`config.mk`:
```
export PLATFORM = sky130hd
export DESIGN_NAME = regfile_sb
export DESIGN_NICKNAME = d
export VERILOG_FILES = /design/src/rtl/regfile_sb.sv
export SDC_FILE = /design/constraint.sdc
export NUM_CORES = 2
export LEC_CHECK = 0
export BUFFER_PORTS_ARGS = -buffer_cell sky130_fd_sc_hd__buf_2
export CAP_MARGIN = 20
export CORE_AREA = 5 5 487 249
export CTS_CLUSTER_SIZE = 30
export DETAILED_ROUTE_END_ITERATION = 10
export DIE_AREA = 0 0 492 254
export GPL_TIMING_DRIVEN = 0
export PLACE_DENSITY = 0.78
export SETUP_SLACK_MARGIN = 0.15
export SYNTH_ARGS = -nofsm -noshare
export SYNTH_HDL_FRONTEND = slang
export SYNTH_SLANG_ARGS = --single-unit
```
`constraint.sdc`:
```
create_clock -name clk -period 41 [get_ports clk]
set_clock_uncertainty 0.2 [all_clocks]
set_input_delay 0 -clock clk [delete_from_list [all_inputs] [get_ports clk]]
set_output_delay 0 -clock clk [all_outputs]
set_load 0.01 [all_outputs]
```
`src/rtl/regfile_sb.sv`:
```
// General-purpose register file: two combinational read ports, one synchronous write port,
// optional writeback bypass and a per-register pending scoreboard for the hazard unit.
module regfile_sb #(
    parameter int unsigned DW        = 32,
    parameter int unsigned AW        = 5,
    parameter int unsigned INIT_MODE = 1,
    parameter int unsigned INIT_CNT  = 8,
    parameter int unsigned BYPASS    = 1
) (
    input  logic          clk,
    input  logic          clr,
    input  logic [AW-1:0] rna,
    input  logic [AW-1:0] rnb,
    output logic [DW-1:0] qa,
    output logic [DW-1:0] qb,
    input  logic          we,
    input  logic [AW-1:0] wn,
    input  logic [DW-1:0] d,
    input  logic          iss_v,
    input  logic [AW-1:0] iss_rd,
    output logic          pend_a,
    output logic          pend_b,
    output logic [AW-1:0] pend_cnt,
    output logic          wb_err
);

    localparam int unsigned NREG = 2 ** AW;
    localparam int unsigned ICNT = (INIT_CNT > NREG - 1) ? NREG - 1 : INIT_CNT;
    localparam logic        BYP  = (BYPASS != 0);

    function automatic logic [DW-1:0] init_val(input int unsigned idx);
        if (INIT_MODE == 1 && idx >= 1 && idx <= ICNT) begin
            return DW'(idx);
        end
        return '0;
    endfunction

    logic [DW-1:0]   regs [NREG];
    logic [NREG-1:0] pend_q, pend_d;
    logic [AW-1:0]   cnt_q, cnt_d;
    logic            err_q, err_d;

    logic wr_en, iss_en, fwd_a, fwd_b;

    assign wr_en  = we && (wn != '0);
    assign iss_en = iss_v && (iss_rd != '0);
    assign fwd_a  = BYP && we && (wn == rna);
    assign fwd_b  = BYP && we && (wn == rnb);

    // Register storage; entry 0 is never written so it holds its zero reset value.
    always_ff @(posedge clk or posedge clr) begin
        if (clr) begin
            for (int i = 0; i < NREG; i++) begin
                regs[i] <= init_val(i);
            end
        end else if (wr_en) begin
            regs[wn] <= d;
        end
    end

    assign qa = (rna == '0) ? '0 : fwd_a ? d : regs[rna];
    assign qb = (rnb == '0) ? '0 : fwd_b ? d : regs[rnb];

    // Set is applied after clear so a same-register issue (the newer producer) wins.
    always_comb begin
        int unsigned cnt;
        pend_d = pend_q;
        if (wr_en) begin
            pend_d[wn] = 1'b0;
        end
        if (iss_en) begin
            pend_d[iss_rd] = 1'b1;
        end
        pend_d[0] = 1'b0;

        cnt = 0;
        for (int i = 1; i < NREG; i++) begin
            cnt = cnt + {31'd0, pend_d[i]};
        end
        cnt_d = AW'(cnt);

        err_d = err_q | (wr_en & ~pend_q[wn]);
    end

    always_ff @(posedge clk or posedge clr) begin
        if (clr) begin
            pend_q <= '0;
            cnt_q  <= '0;
            err_q  <= 1'b0;
        end else begin
            pend_q <= pend_d;
            cnt_q  <= cnt_d;
            err_q  <= err_d;
        end
    end

    // A forwarded writeback delivers the data, so it also resolves the hazard.
    assign pend_a   = pend_q[rna] & ~fwd_a;
    assign pend_b   = pend_q[rnb] & ~fwd_b;
    assign pend_cnt = cnt_q;
    assign wb_err   = err_q;

endmodule

```
==> results.json <==
{
  "status": "finished, violations left",
  "violations": "design-rule violations",
  "critPathSlowestCell": "fa_1",
  "worstPathRequired_ns": 41.46,
  "cts_buffer_depth": 3,
  "r2r_start": "pend_q[16]$_DFF_PP0_",
  "vias": 46700,
  "synthCells": 3993,
  "start_util_pct": 49.6,
  "place_ws_ns": 34.23,
  "power_frac_seq_pct": 40.7,
  "ys_seq_area_share_pct": 46.0,
  "cp_common_cell": "fa_1",
  "rr_endpoint": "pend_cnt[4]$_DFF_PP0_",
  "drive_gt1_share_pct": 46.2,
  "tritoncts": "built",
  "grt_max_degree": 133,
  "clk_pin_slew_worst_paths_ns": 0.07,
  "multi_input_area_um2": 28800,
  "hp-start": "d[29]",
  "vias_per_cell": 7.79,
  "rsz0062_at_grt": "no",
  "synth_top_area_share_pct": 45.4,
  "cp_data_arrival_time_ns": 7.33,
  "finalWorstSetupSlack_ns": 34.13,
  "track_usage_pct": 41.6,
  "ys_warn_count": 0,
  "syn2layout_area_growth_pct": 13.3,
  "postSynthAreaPerCell_um2": 14.5,
  "root_buffer": "clkbuf_16",
  "min_period_over_period_pct": 16.8,
  "crit_end": "pend_cnt[4]$_DFF_PP0_",
  "tightestPinTransition_ns": 1.42,
  "power_density_nw_per_um2": 53.6,
  "post_cts_buffers": 0,
  "grt_pass1_wl_um": 357000,
  "drv_slew": 0,
  "dp.cells": 5688,
  "finalSetupViolCount": 0,
  "p_leak_nw": 28.7,
  "finalHoldViolCount": 0,
  "ys_ff_latch": 1061,
  "final_cells": 5996,
  "rows": 89,
  "antenna_found_initial": 23,
  "dieHeight_um": 254,
  "fin_nets": 4426,
  "grt_remaining_overflow": 0,
  "numCtsBuffers": 94,
  "cts_resized": 0,
  "utilization_pct": 56.1,
  "slew_headroom_pct": 5.57,
  "placed_area_um2": 60900,
  "fmax_mhz": 146,
  "synth_async_sr_flop_share_pct": 100,
  "path_max_fanout": 10,
  "p_int_mw": 2.34,
  "ys_types": 64,
  "critPathKind": "in2reg",
  "ant_nets": 0,
  "gp_congestion": 1.11,
  "synth_top_cell_by_area": "dfrtp_1",
  "drt-total-wl_um": 266000,
  "wl_per_cell_um": 44.4,
  "p_clk_share_pct": 28.2,
  "yosysMostFrequentCell": "dfrtp_1",
  "switching_share_pct": 33.4,
  "fin_area_um2": 65500,
  "power_mw": 3.51,
  "worstPathCellList": "dlygate4sd3_1, buf_2, clkbuf_1, nor3b_2, nand2_1, buf_2, a22o_1, fa_1, fa_1, fa_1, fa_1, inv_1, fa_1, fa_1, fa_1, inv_1, fa_1, a21o_1, a21oi_1, xnor2_1",
  "insertion_delay_ns": 0.74,
  "dieWidth_um": 492,
  "synth-edff-count": 0,
  "clkSinkCount": 1061,
  "die_area_um2": 125000,
  "yosys-top-cells-count": "dfrtp_1 (1,048), mux2_2 (977), mux4_2 (469)",
  "ir_worst_vdd_v": 0.000123,
  "reg2regPathDepth": 15,
  "crit_start": "we",
  "hp-class": "in2reg",
  "hpwl_um": 191000,
  "min_period_ns": 6.87,
  "netlist_area_um2": 57800,
  "cts_max_level": 3,
  "endpoint_kind": "register",
  "first_pass_iters": 11,
  "cpPeakStageDelay_ns": 0.69,
  "startpoint_type": "input pin",
  "drc": 10,
  "switching_power_mw": 1.17,
  "grt_pass1_vias": 43400,
  "seq_area_um2": 26600,
  "ys_top_cells_by_area": "dfrtp_1 (45%), mux2_2 (19%), mux4_2 (18%), mux2i_1 (3.3%), buf_2 (1.5%)",
  "ios": 128,
  "timing.reg2reg.setup_slack_ns": 35.44,
  "syn-num-nets": 4079,
  "fill_cells": 9213,
  "maxCapViolations": 0,
  "port-buffer-count": 116,
  "combPwrFrac_pct": 31.0,
  "drtIter0Drc": 9100,
  "coreArea_um2": 117000,
  "ys.flop_type": "dfrtp_1"
}
power groups by stage:
stage | clock (mW) | sequential (mW) | combinational [mW]
2_1_floorplan | 0 | 1.38 | 0.743
3_3_place_gp | 0 | 1.42 | 0.981
3_5_place_dp | 0 | 1.43 | 1.02
4_1_cts | 0.977 | 1.41 | 1.04
5_1_grt | 1.01 | 1.44 | 1.15
6_report | 0.991 | 1.43 | 1.09
through the flow:
step / TNS [ns] / hold WS [ns]
after floorplan: 0 / -0.0621
after global placement: -342.87 / 0.105
after detailed placement: 0 / 0.0300
after CTS: 0 / 0.00124
after global routing: 0 / 0.0257
final: 0 / 0.0159
cell families after synthesis:
kind of cell	Yosys count	synth area share (%)
AND/OR/NAND/NOR	345	2.76
flip-flops	1061	46.0
AO/OA/AOI/OAI	414	5.14
buffers and inverters	489	4.19
multiplexers	1641	40.8
adder cells (fa/ha/maj)	30	0.949
XOR/XNOR	13	0.197
repair_timing:
action / in CTS / in global routing
hold buffers: 77 / 0
endpoints found under the setup margin: 0 / 0
hold endpoints to repair: 796 / 0
registers in the layout, summed over array words and instances, names as in the netlist:
signal    count
pend_cnt      5
regs       1024
pend_q       31
wb_err        1
cell usage in the layout, fill, tap and decap left out, types with 11 or more instances in the layout:
cell,count
a221oi_1,25
fa_1,23
mux2_2,977
a22o_1,23
nand2_1,149
a32o_1,31
dfrtp_1,1048
o22ai_1,120
clkbuf_1,209
nor3b_1,12
a21oi_1,30
nor2_1,94
clkinv_2,12
mux2i_1,192
o21ai_0,46
a221o_1,17
clkbuf_16,99
inv_1,43
a22oi_1,57
buf_8,36
mux4_2,469
dfstp_2,13
buf_6,25
buf_16,13
buf_1,16
nor2b_1,16
clkbuf_8,24
bufinv_16,11
nor3_1,20
buf_4,31
diode_2,37
buf_2,294
a211oi_1,17
dlygate4sd3_1,77
critical path: cells and delay by family:
kind,cells,cell delay (ns)
fa+ha+maj,8,3.75
buf+inv,6,1.67
simple gates,2,1.11
compound gates,3,0.65
xor+xnor,1,0.13
how the worst min path moves through the flow:
stage                                       end  slack (ns)  cells past startpoint
final                     regs[349]$_DFFE_PP0P_        0.02                      3
after global routing      regs[336]$_DFFE_PP0P_        0.03                      3
after CTS                 regs[368]$_DFFE_PP0P_       0.001                      3
after detailed placement  regs[546]$_DFFE_PP0P_        0.03                      3
after global placement    regs[323]$_DFFE_PP0P_        0.11                      2
after floorplan                           qb[0]       -0.06                      1
metal layers:
metal,track usage [%],share of wire (%)
met1,51.2,35
met2,47.6,35
met3,37.3,23
met4,17.9,5.9
met5,19.3,1.4
final cells by class:
type	instances	share of cell area, %
Multi-Input combinational cell	2443	44.0
Clock buffer	134	4.29
Buffer	445	3.45
Sequential cell	1061	40.6
Clock inverter	34	0.753
Inverter	44	0.264
Timing Repair Buffer	251	3.57
Tap cell	1547	2.96
Antenna cell	37	0.141
(Power assumes the default switching activity.)
